--- src/rtl/flit_decompressor_pipe.sv ---
// Base-delta flit decompressor for the NoC ejection port: latches per-body encoding/base pairs
// from the head flit and subtracts the selected base from every body chunk. Optional FLITZIP_ERR_CNT_EN adds err_cnt_out.
module flit_decompressor_pipe #(
  parameter int unsigned FLIT_WIDTH = 128,
  parameter int unsigned CHUNK_SIZE = 8,
  parameter int unsigned EN_BITS    = 3,
  parameter int unsigned BODY_FLITS = 4,
  parameter int unsigned META_START = 75
) (
  input  logic                  clk_in,
  input  logic                  rst_in,
  input  logic                  in_valid,
  output logic                  in_ready,
  input  logic                  in_is_head,
  input  logic [FLIT_WIDTH-1:0] data_in,
  output logic                  out_valid,
  input  logic                  out_ready,
  output logic                  out_is_head,
  output logic                  out_is_tail,
  output logic [FLIT_WIDTH-1:0] data_out,
  output logic                  err_out
`ifdef FLITZIP_ERR_CNT_EN
  ,
  output logic [7:0]            err_cnt_out
`endif
);

  localparam int unsigned NCHUNK = FLIT_WIDTH / CHUNK_SIZE;
  localparam int unsigned PAIR_W = EN_BITS + CHUNK_SIZE;
  localparam int unsigned META_W = BODY_FLITS * PAIR_W;
  localparam int unsigned CNT_W  = (BODY_FLITS > 1) ? $clog2(BODY_FLITS) : 1;

  typedef enum logic {IDLE, BODY} state_t;

  state_t                  state_q, state_d;
  logic [CNT_W-1:0]        cnt_q, cnt_d;
  logic [META_W-1:0]       meta_q, meta_d;
  logic                    valid_d, head_d, tail_d, err_d;
  logic [FLIT_WIDTH-1:0]   data_d;
  logic                    accept_c;
  logic                    err_evt_c;
  logic [PAIR_W-1:0]       pairs_c [BODY_FLITS];
  logic [PAIR_W-1:0]       sel_pair_c;
  logic [CHUNK_SIZE-1:0]   sub_c;
  logic [FLIT_WIDTH-1:0]   body_c;

  assign in_ready = !out_valid || out_ready;
  assign accept_c = in_valid && in_ready;

  // Pair 0 sits at the MSB end of the latched metadata.
  always_comb begin
    for (int b = 0; b < BODY_FLITS; b++) begin
      pairs_c[b] = meta_q[META_W-1-b*PAIR_W -: PAIR_W];
    end
  end

  assign sel_pair_c = pairs_c[cnt_q];
  assign sub_c = (sel_pair_c[PAIR_W-1 -: EN_BITS] != '0) ? sel_pair_c[CHUNK_SIZE-1:0] : '0;

  // Chunk-wise modular subtraction; chunk 0 is the MSB chunk.
  always_comb begin
    body_c = '0;
    for (int i = 0; i < NCHUNK; i++) begin
      body_c[FLIT_WIDTH-1-i*CHUNK_SIZE -: CHUNK_SIZE] =
        data_in[FLIT_WIDTH-1-i*CHUNK_SIZE -: CHUNK_SIZE] - sub_c;
    end
  end

  // Next-state, packet tracking and output stage loading.
  always_comb begin
    state_d   = state_q;
    cnt_d     = cnt_q;
    meta_d    = meta_q;
    valid_d   = out_valid;
    head_d    = out_is_head;
    tail_d    = out_is_tail;
    data_d    = data_out;
    err_evt_c = 1'b0;

    if (accept_c) begin
      valid_d = 1'b1;
      head_d  = in_is_head;
      tail_d  = 1'b0;
      data_d  = data_in;
      if (in_is_head) begin
        // A head in BODY abandons the truncated packet and restarts on the new pairs.
        err_evt_c = (state_q == BODY);
        meta_d    = data_in[META_START -: META_W];
        cnt_d     = '0;
        state_d   = BODY;
      end else if (state_q == IDLE) begin
        err_evt_c = 1'b1;
      end else begin
        data_d = body_c;
        cnt_d  = cnt_q + CNT_W'(1);
        if (cnt_q == CNT_W'(BODY_FLITS - 1)) begin
          tail_d  = 1'b1;
          cnt_d   = '0;
          state_d = IDLE;
        end
      end
    end else if (out_ready) begin
      valid_d = 1'b0;
    end

    err_d = err_out || err_evt_c;
  end

  always_ff @(posedge clk_in) begin
    if (rst_in) begin
      state_q     <= IDLE;
      cnt_q       <= '0;
      meta_q      <= '0;
      out_valid   <= 1'b0;
      out_is_head <= 1'b0;
      out_is_tail <= 1'b0;
      data_out    <= '0;
      err_out     <= 1'b0;
    end else begin
      state_q     <= state_d;
      cnt_q       <= cnt_d;
      meta_q      <= meta_d;
      out_valid   <= valid_d;
      out_is_head <= head_d;
      out_is_tail <= tail_d;
      data_out    <= data_d;
      err_out     <= err_d;
    end
  end

`ifdef FLITZIP_ERR_CNT_EN
  // Saturating count of protocol error events.
  always_ff @(posedge clk_in) begin
    if (rst_in) begin
      err_cnt_out <= '0;
    end else if (err_evt_c && (err_cnt_out != 8'hFF)) begin
      err_cnt_out <= err_cnt_out + 8'd1;
    end
  end
`endif

endmodule

--- config.mk ---
export PLATFORM = sky130hd
export DESIGN_NAME = flit_decompressor_pipe
export DESIGN_NICKNAME = d
export VERILOG_FILES = /design/src/rtl/flit_decompressor_pipe.sv
export SDC_FILE = /design/constraint.sdc
export NUM_CORES = 1
export LEC_CHECK = 0
export BUFFER_PORTS_ARGS = -buffer_cell sky130_fd_sc_hd__buf_2
export CORE_ASPECT_RATIO = 0.9
export CORE_MARGIN = 5
export CORE_UTILIZATION = 40
export CTS_BUF_LIST = sky130_fd_sc_hd__clkbuf_16
export DETAILED_ROUTE_END_ITERATION = 7
export PLACE_DENSITY = 0.61
export RECOVER_POWER = 50
export SYNTH_ARGS = -nofsm -noshare
export SYNTH_HDL_FRONTEND = slang
export SYNTH_SLANG_ARGS = --single-unit
export TNS_END_PERCENT = 100
--- constraint.sdc ---
create_clock -name clk_in -period 5.6 [get_ports clk_in]
set_input_delay 0.56 -clock clk_in [delete_from_list [all_inputs] [get_ports clk_in]]
set_output_delay 0.56 -clock clk_in [all_outputs]
set_load 0.01 [all_outputs]
==> results of run 1 <==
==> worst max path at each step <==
stage               startpoint  slack (ns)            end  cells past startpoint
finish               out_valid        1.35     meta_q[27]                      5
global route         out_valid        0.95     meta_q[29]                      5
CTS                   cnt_q[1]        1.45   data_out[62]                     14
detailed placement    cnt_q[1]        1.46   data_out[62]                     14
global placement      cnt_q[1]        1.57   data_out[62]                     14
floorplan             cnt_q[1]        2.13  data_out[126]                     13
==> area by class of cell <==
type	count	area [um^2]
fillers	3223	16400
multi-input cells	1292	8450
flip-flops and latches	179	3580
repair buffers	276	1260
well taps	409	512
clock buffers	17	425
inverters	42	158
clock inverters	14	146
diodes	6	15.0
==> per-layer routing <==
metal	share of wire (%)	GRT usage (%)
met1	48	31.0
met2	44	34.7
met3	6.6	4.74
met4	1.5	5.23
met5	0.068	0
==> power groups by stage <==
stage / clock (mW) / sequential, mW / combinational [mW]
after floorplan: 0 / 1.47 / 0.574
after global placement: 0 / 1.45 / 0.886
after detailed placement: 0 / 1.45 / 0.895
after CTS: 1.25 / 1.42 / 0.900
after global routing: 1.30 / 1.43 / 0.985
final: 1.22 / 1.42 / 0.876
==> registers in the layout (all words and copies together), names as in the netlist <==
| register | cells |
|---|---|
| err_out | 1 |
| meta_q | 44 |
| out_is_tail | 1 |
| out_valid | 1 |
| data_out | 128 |
| state_q | 1 |
| cnt_q | 2 |
| out_is_head | 1 |
==> metrics by stage <==
step / std cells / hold slack [ns] / util (%) / power, mW / instance area [um^2]
after floorplan: 1609 / 0.433 / - / 2.05 / 12600
after global placement: 2198 / 0.436 / 45.7 / 2.33 / 14200
after detailed placement: 2198 / 0.442 / 45.7 / 2.34 / 14200
after CTS: 2229 / 0.343 / 47.5 / 3.57 / 14700
after global routing: 2232 / 0.352 / 46.9 / 3.72 / 14500
final: 2235 / 0.361 / 47.0 / 3.52 / 14600
==> cell families (layout without fill, tap and decap cells) <==
logic type                 Yosys count  in the layout  synth area share, %
buffers and inverters              138            349                 4.72
DFF                                179            179                 28.4
adders and majority gates          131            131                 14.0
AOI/OAI and AO/OA                  435            435                 23.1
other                                0              6                    0
muxes                               33             33                 3.31
and+or+nand+nor                    632            632                 22.2
xor gates and xnor gates            61             61                 4.24
==> worst max-delay path: stages (launching register included) <==
cell      delay [ns]
dfxtp_1         0.32
nand2b_1        0.13
nand2_1         0.76
nor2_1          2.42
nand2_1         0.25
a21oi_1         0.22
==> cells in the final DEF (no fill, tap or decap), drive strengths merged, types with 17 or more instances in the layout <==
cell,count
clkbuf,152
dfxtp,179
inv,49
nand2,355
nor2,139
nor2b,18
a311oi,64
o221ai,17
xnor2,36
o21a,33
a21o,58
o211ai,42
ha,115
o21ai,27
nand2b,41
xor2,25
buf,141
mux2i,26
nor3,30
a21oi,163
==> results.json, run 1 <==
{
  "result_of_the_run": "complete, but fails checks",
  "failed_checks": "max-capacitance violations, max-slew violations",
  "power.combinational.fraction_pct": 24.9,
  "critPathCaptureType": "flop",
  "synthTopCellsByArea": "dfxtp_1 (28%), ha_1 (11%), nand2_1 (11%)",
  "place.gp.congestion": 0.844,
  "initial_core_utilization_pct": 40.7,
  "grt.total_usage_pct": 22.1,
  "ys_ff_latch": 179,
  "pwr-share-clk_pct": 34.6,
  "layout_setup_ws_ns": 1.35,
  "final_max_slew_viol_count": 205,
  "yosysUniqueCellTypes": 44,
  "crit_type": "reg2reg",
  "worstHoldStart": "in_valid",
  "switchingPower_mw": 1.21,
  "nets": 2072,
  "area_delta_synth_final_pct": 15.4,
  "route.antenna.remaining_nets": 0,
  "slew_at_the_pin_with_the_worst_max_slew_slack_ns": 2.82,
  "hold_end": "out_valid",
  "final.setup.tns_ns": 0,
  "reg2reg_from": "out_valid",
  "number_of_failing_setup_endpoints_in_the_final_timing_report": 0,
  "ctsHoldBuffers": 0,
  "required_ns": 5.91,
  "drc": 0,
  "worstRegToRegCells": 5,
  "timing.final.crit_share_pct": 75.9,
  "hpwlAfterDp_um": 27700,
  "synth_top_area_share_pct": 28.4,
  "timing.final.crit_period_ns": 4.25,
  "die_height_um": 178,
  "dr.pass1.iters": 5,
  "cts.htree.levels": 4,
  "cts_inserted_buffers": 17,
  "clockBufferDepth": 2,
  "insertion_delay_ns": 0.44,
  "switching_share_pct": 34.4,
  "totalWireLength_um": 40000,
  "die_width_um": 197,
  "synth.net_count": 1873,
  "worst_hold_path_type": "in2reg",
  "synthesis.instances": 1609,
  "floorplan.rows": 61,
  "grt_setup_unrepaired": "false",
  "cts.sinks": 179,
  "netlist_top_cells_count": "nand2_1 (354), dfxtp_1 (179), a21oi_1 (163)",
  "crit_fanout": 45,
  "placement.setup.worst_slack_ns": 1.46,
  "vias_in_the_first_global_route": 11300,
  "detail_route.wl_per_cell_um": 17.9,
  "dominantRegCellSynth": "dfxtp_1",
  "initialDrtViolationCount": 648,
  "drt-vias-per-instance": 5.38,
  "clock-skew-final_ns": 0.0124,
  "cts_repair_resize_count": 0,
  "min_delay_path_depth": 3,
  "buffer_ports.inserted": 265,
  "worst_slew_margin_pct": -88.7,
  "number_of_endpoints_with_negative_hold_slack_in_the_final_report": 0,
  "post_synth.cell_area_avg_um2": 7.84,
  "gr-total-overflow": 0,
  "netlist_area_um2": 12600,
  "cts.clk_slew.worst_paths_ns": 0.08,
  "p_leak_nw": 5.91,
  "top_cell_type_by_total_area_after_synthesis": "dfxtp_1",
  "seq_power_share_pct": 40.5,
  "yosysWarningCount": 0,
  "synth-edff-count": 0,
  "core_area_um2": 31000,
  "worst-r2r-setup-slack_ns": 1.35,
  "clockRootBuffer": "clkbuf_16",
  "number_of_buffers_inserted_to_repair_setup_after_cts": 0,
  "fp.dieArea_um2": 35200,
  "ys_async_sr_fraction_pct": 0,
  "antenna_found_initial": 6,
  "vdd_ir_drop_max_mv": 0.201,
  "synthMostInstantiatedCell": "nand2_1",
  "startpoint_type": "flop",
  "sequential_area_share_after_synthesis_pct": 28.4,
  "final_layout_size_suffix_gt1_share_pct": 11.2,
  "cellInternalPower_mw": 2.31,
  "reg2reg_to": "meta_q[27]",
  "fmax_mhz": 235,
  "total_power_divided_by_cell_area_nw_per_um2": 242,
  "grt_max_degree": 130,
  "routed-via-count": 12000,
  "cts_tree": "done",
  "worst-endpoint-arrival_ns": 4.57,
  "boundaryPins": 266,
  "timing.max_cap.violations": 3,
  "grt_first_pass_wirelength_um": 62200
}
(Power assumes the default switching activity.)
==> inputs of run 2 (changes only) <==
==> constraint.sdc (replaced) <==
create_clock -name clk_in -period 4.3 [get_ports clk_in]
set_input_delay 0.43 -clock clk_in [delete_from_list [all_inputs] [get_ports clk_in]]
set_output_delay 0.43 -clock clk_in [all_outputs]
set_load 0.01 [all_outputs]
==> results.json, run 2 (synthesis gave the netlist of run 1 again) <==
{
  "combined_area_of_the_multi_input_logic_cells_um2": 8460,
  "reg2reg_from": "cnt_q[1]",
  "gr-total-overflow": 0,
  "final.setup.tns_ns": 0,
  "drt-vias-per-instance": 5.43,
  "post-layout-total-power_mw": 4.58,
  "clockRootBuffer": "clkbuf_16",
  "dr.pass1.iters": 5,
  "pwr-share-clk_pct": 34.4,
  "routed-via-count": 12200,
  "worst_hold_path_type": "in2reg",
  "die_height_um": 178,
  "switching_share_pct": 34.4,
  "number_of_buffers_inserted_to_repair_setup_after_cts": 0,
  "cts.sinks": 179,
  "detail_route.wl_per_cell_um": 18.3,
  "hpwlAfterDp_um": 28600,
  "regMostFlops": "data_out",
  "cts.htree.levels": 4,
  "cts_inserted_buffers": 17,
  "nFillCells": 3209,
  "grt_first_pass_wirelength_um": 64300,
  "p_leak_nw": 5.97,
  "initialDrtViolationCount": 720,
  "number_of_endpoints_with_negative_hold_slack_in_the_final_report": 0,
  "worst-endpoint-arrival_ns": 3.71,
  "initial_core_utilization_pct": 40.7,
  "slew_at_the_pin_with_the_worst_max_slew_slack_ns": 2.86,
  "layout_commonest_cell": "nand2_1",
  "final_util_pct": 47.3,
  "worst_slew_margin_pct": -90.7,
  "number_of_failing_setup_endpoints_in_the_final_timing_report": 0,
  "antenna_found_initial": 6,
  "floorplan.rows": 61,
  "cts.clk_slew.worst_paths_ns": 0.08,
  "critPathCaptureType": "flop",
  "power.combinational.fraction_pct": 25.1,
  "hold_end": "out_valid",
  "timing.max_cap.violations": 1,
  "grt_setup_unrepaired": "false",
  "clockBufferDepth": 2,
  "startpoint_type": "flop",
  "route.antenna.remaining_nets": 0,
  "insertion_delay_ns": 0.45,
  "area_delta_synth_final_pct": 16.2,
  "final_max_slew_viol_count": 128,
  "cts_repair_resize_count": 0,
  "drc": 0,
  "worst-r2r-setup-slack_ns": 0.81,
  "nets": 2081,
  "core_area_um2": 31000,
  "worstHoldStart": "in_valid",
  "most_frequent_cells_in_the_layout": "nand2_1 (352), dfxtp_1 (179), a21oi_1 (163), nor2_1 (136), clkbuf_1 (133)",
  "largest_register_ffs": 128,
  "crit_type": "reg2reg",
  "totalWireLength_um": 40900,
  "reg2reg_to": "data_out[119]",
  "switchingPower_mw": 1.57,
  "seq_power_share_pct": 40.5,
  "clock-skew-final_ns": 0.0152,
  "worstRegToRegCells": 11,
  "register_area_um2": 3580,
  "ctsHoldBuffers": 0,
  "timing.final.crit_period_ns": 3.49,
  "required_ns": 4.51,
  "die_width_um": 197,
  "fp.dieArea_um2": 35200,
  "fmax_mhz": 286,
  "grt_max_degree": 128,
  "layout_top_registers": "data_out x128, meta_q x44, cnt_q x2",
  "cellInternalPower_mw": 3.01,
  "grt.total_usage_pct": 22.8,
  "result_of_the_run": "complete, but fails checks",
  "final_layout_size_suffix_gt1_share_pct": 11.7,
  "place.gp.congestion": 0.847,
  "failed_checks": "max-capacitance violations, max-slew violations",
  "crit_fanout": 15,
  "cts_tree": "done",
  "vdd_ir_drop_max_mv": 0.291,
  "buffer_ports.inserted": 265,
  "min_delay_path_depth": 3,
  "boundaryPins": 266,
  "vias_in_the_first_global_route": 11600,
  "total_power_divided_by_cell_area_nw_per_um2": 313,
  "timing.final.crit_share_pct": 81.3
}
[run 2: layer usage]
| metal | routed length (um) | track usage [%] |
|---|---|---|
| met4 | 777 | 5.14 |
| met5 | 64 | 0 |
| met1 | 19500 | 31.9 |
| met2 | 18100 | 36.2 |
| met3 | 2490 | 5.19 |
[run 2: stage by stage]
stage | std cells | worst slack [ns] | hold WS (ns) | area [um^2]
detailed placement | 2207 | 0.882 | 0.444 | 14200
finish | 2242 | 0.806 | 0.232 | 14600
global placement | 2207 | 0.997 | 0.436 | 14200
floorplan | 1609 | 0.831 | 0.433 | 12600
global route | 2240 | 0.508 | 0.220 | 14600
CTS | 2239 | 0.874 | 0.218 | 14800
[run 2: worst max path at each step]
| stage | startpoint | endpoint | slack (ns) | cells past startpoint |
|---|---|---|---|---|
| 2_1_floorplan | cnt_q[1] | data_out[126] | 0.83 | 13 |
| 3_3_place_gp | cnt_q[1] | data_out[126] | 1.0 | 14 |
| 3_5_place_dp | cnt_q[1] | data_out[119] | 0.88 | 11 |
| 4_1_cts | cnt_q[1] | data_out[119] | 0.87 | 11 |
| 5_1_grt | cnt_q[1] | data_out[15] | 0.51 | 11 |
| 6_report | cnt_q[1] | data_out[119] | 0.81 | 11 |
[run 2: worst max-delay path, stage by stage (launching register included)]
cell and delay, ns:
dfxtp_1 0.32, buf_4 0.20, a211oi_1 0.23, a21o_1 0.22, nand2_1 0.59, buf_4 0.38
ha_1 0.35, o2111ai_1 0.18, a21oi_1 0.32, o21ai_0 0.14, nand4b_1 0.17, o221ai_1 0.14
[run 2: area by class of cell]
type,count,area share (%)
Multi-Input combinational cell,1292,57.8
Timing Repair Buffer,285,9.28
Antenna cell,3,0.0512
Sequential cell,179,24.5
Clock inverter,15,0.974
Clock buffer,17,2.90
Inverter,42,1.08
Tap cell,409,3.49
[run 2: power by group through the flow]
stage	clock network [mW]	logic, mW	registers, mW
finish	1.58	1.15	1.85
global route	1.69	1.30	1.87
CTS	1.61	1.18	1.85
detailed placement	0	1.17	1.89
global placement	0	1.16	1.88
floorplan	0	0.747	1.92
==> inputs of run 3 (changes only) <==
==> constraint.sdc (replaced) <==
create_clock -name clk_in -period 3.5 [get_ports clk_in]
set_input_delay 0.35 -clock clk_in [delete_from_list [all_inputs] [get_ports clk_in]]
set_output_delay 0.35 -clock clk_in [all_outputs]
set_load 0.01 [all_outputs]
==> results.json, run 3 (synthesis gave the netlist of run 1 again) <==
{
  "area_delta_synth_final_pct": 16.5,
  "cts_tree": "done",
  "grt_first_pass_wirelength_um": 63800,
  "timing.final.crit_share_pct": 92.1,
  "post-layout-total-power_mw": 5.63,
  "boundaryPins": 266,
  "grt_setup_unrepaired": "false",
  "crit_type": "reg2reg",
  "number_of_endpoints_with_negative_hold_slack_in_the_final_report": 0,
  "core_area_um2": 31000,
  "route.antenna.remaining_nets": 0,
  "die_height_um": 178,
  "detail_route.wl_per_cell_um": 17.9,
  "insertion_delay_ns": 0.45,
  "initialDrtViolationCount": 620,
  "ctsHoldBuffers": 0,
  "cpLargestDelayFamily": "compound AO/OA/AOI/OAI gates",
  "final_max_slew_viol_count": 117,
  "buffer_ports.inserted": 265,
  "worst_slew_margin_pct": -36.1,
  "gr-total-overflow": 0,
  "timing.final.crit_period_ns": 3.22,
  "die_width_um": 197,
  "timing.max_cap.violations": 2,
  "drt-vias-per-instance": 5.43,
  "nets": 2087,
  "crit_chain": "nor3_1 > a21oi_1 > a21o_1 > buf_4 > nand2_1 > buf_4 > ha_1 > a21o_1 > a21oi_1 > a21oi_1 > nor3_2 > nand4b_1 > o221ai_1",
  "layout_top_registers": "data_out x128, meta_q x44, cnt_q x2",
  "crit_buf_inv": 2,
  "grt.total_usage_pct": 22.5,
  "worst-endpoint-arrival_ns": 3.47,
  "crit_fanout": 16,
  "regMostFlops": "data_out",
  "number_of_failing_setup_endpoints_in_the_final_timing_report": 0,
  "initial_core_utilization_pct": 40.7,
  "critPathCaptureType": "flop",
  "critical-path-max-stage-delay_ns": 0.42,
  "vdd_ir_drop_max_mv": 0.331,
  "cts.htree.levels": 4,
  "most_frequent_cells_in_the_layout": "nand2_1 (352), dfxtp_1 (178), a21oi_1 (163), nor2_1 (136), clkbuf_1 (133)",
  "critical-path-slowest-cell": "nor3_1",
  "clock-skew-final_ns": 0.0123,
  "drc": 0,
  "totalWireLength_um": 40200,
  "dr.pass1.iters": 7,
  "final_layout_size_suffix_gt1_share_pct": 12.0,
  "vias_in_the_first_global_route": 11800,
  "fmax_mhz": 310,
  "grt_max_degree": 144,
  "cts.sinks": 179,
  "final.setup.tns_ns": 0,
  "total_power_divided_by_cell_area_nw_per_um2": 383,
  "cts_inserted_buffers": 17,
  "cts.clk_slew.worst_paths_ns": 0.08,
  "hpwlAfterDp_um": 28200,
  "layout_commonest_cell": "nand2_1",
  "fp.dieArea_um2": 35200,
  "clockBufferDepth": 2,
  "routed-via-count": 12200,
  "failed_checks": "max-capacitance violations, max-slew violations",
  "startpoint_type": "flop",
  "clockRootBuffer": "clkbuf_16",
  "p_leak_nw": 6.00,
  "slew_at_the_pin_with_the_worst_max_slew_slack_ns": 2.04,
  "largest_register_ffs": 128,
  "floorplan.rows": 61,
  "place.gp.congestion": 0.836,
  "worst_hold_path_type": "in2reg",
  "result_of_the_run": "complete, but fails checks",
  "required_ns": 3.75,
  "crit_top_cell": "a21oi_1",
  "antenna_found_initial": 7
}
## run 3: final timing paths
check                     from  cells after the start           end  slack [ns]
setup / recovery     meta_q[8]                     13  data_out[47]        0.28
hold / removal     data_in[46]                      3    meta_q[14]        0.16
setup reg to reg     meta_q[8]                     13  data_out[47]        0.28
hold reg to reg   data_out[98]                      2  data_out[98]        0.46
## run 3: final cells by class
cell class	instances	area, um^2
inverters	42	158
fillers	3197	16300
well taps	409	512
clock inverters	14	140
diodes	3	7.51
flip-flops and latches	179	3580
repair buffers	291	1410
multi-input cells	1292	8460
clock buffers	17	425
## run 3: metrics by stage
stage / cell area, um^2 / cells / worst slack, ns / util [%] / hold WS (ns)
global route: 14700 / 2247 / 0.0579 / 47.4 / 0.150
floorplan: 12600 / 1609 / 0.0310 / - / 0.433
CTS: 14900 / 2243 / 0.265 / 48.0 / 0.134
detailed placement: 14300 / 2212 / 0.297 / 46.1 / 0.440
global placement: 14300 / 2212 / 0.428 / 46.1 / 0.437
finish: 14700 / 2247 / 0.277 / 47.4 / 0.162
## run 3: what timing repair did
| item | 4_1_cts | 5_1_grt |
|---|---|---|
| resized for setup | 0 | 1 |
| setup endpoints to repair | 0 | 3 |
| buffers inserted | 0 | 1 |
## run 3: worst reg2reg max path, cell delays in order (launching register included)
cell,delay [ns]
dfxtp_1,0.32
nor3_1,0.42
a21oi_1,0.13
a21o_1,0.23
buf_4,0.16
nand2_1,0.05
buf_4,0.34
ha_1,0.36
a21o_1,0.18
a21oi_1,0.19
a21oi_1,0.16
nor3_2,0.21
nand4b_1,0.14
o221ai_1,0.12
## run 3: where the power goes
group / total, mW / internal [mW] / switching [mW] / leakage (nW)
Combinational: 1.42 / 0.567 / 0.849 / 4.25
Clock: 1.94 / 0.947 / 0.993 / 0.273
Sequential: 2.27 / 2.18 / 0.0906 / 1.48
Total: 5.63 / 3.70 / 1.93 / 6.00
## run 3: routing by layer
metal  global-route usage, %  vias to the layer above  share of wire [%]
met5                       0                        -               0.11
met4                    6.15                        8                2.0
met3                    5.16                       42                6.4
met2                    35.4                      320                 44
met1                    31.1                     5717                 48
li1                        -                     6125                  -
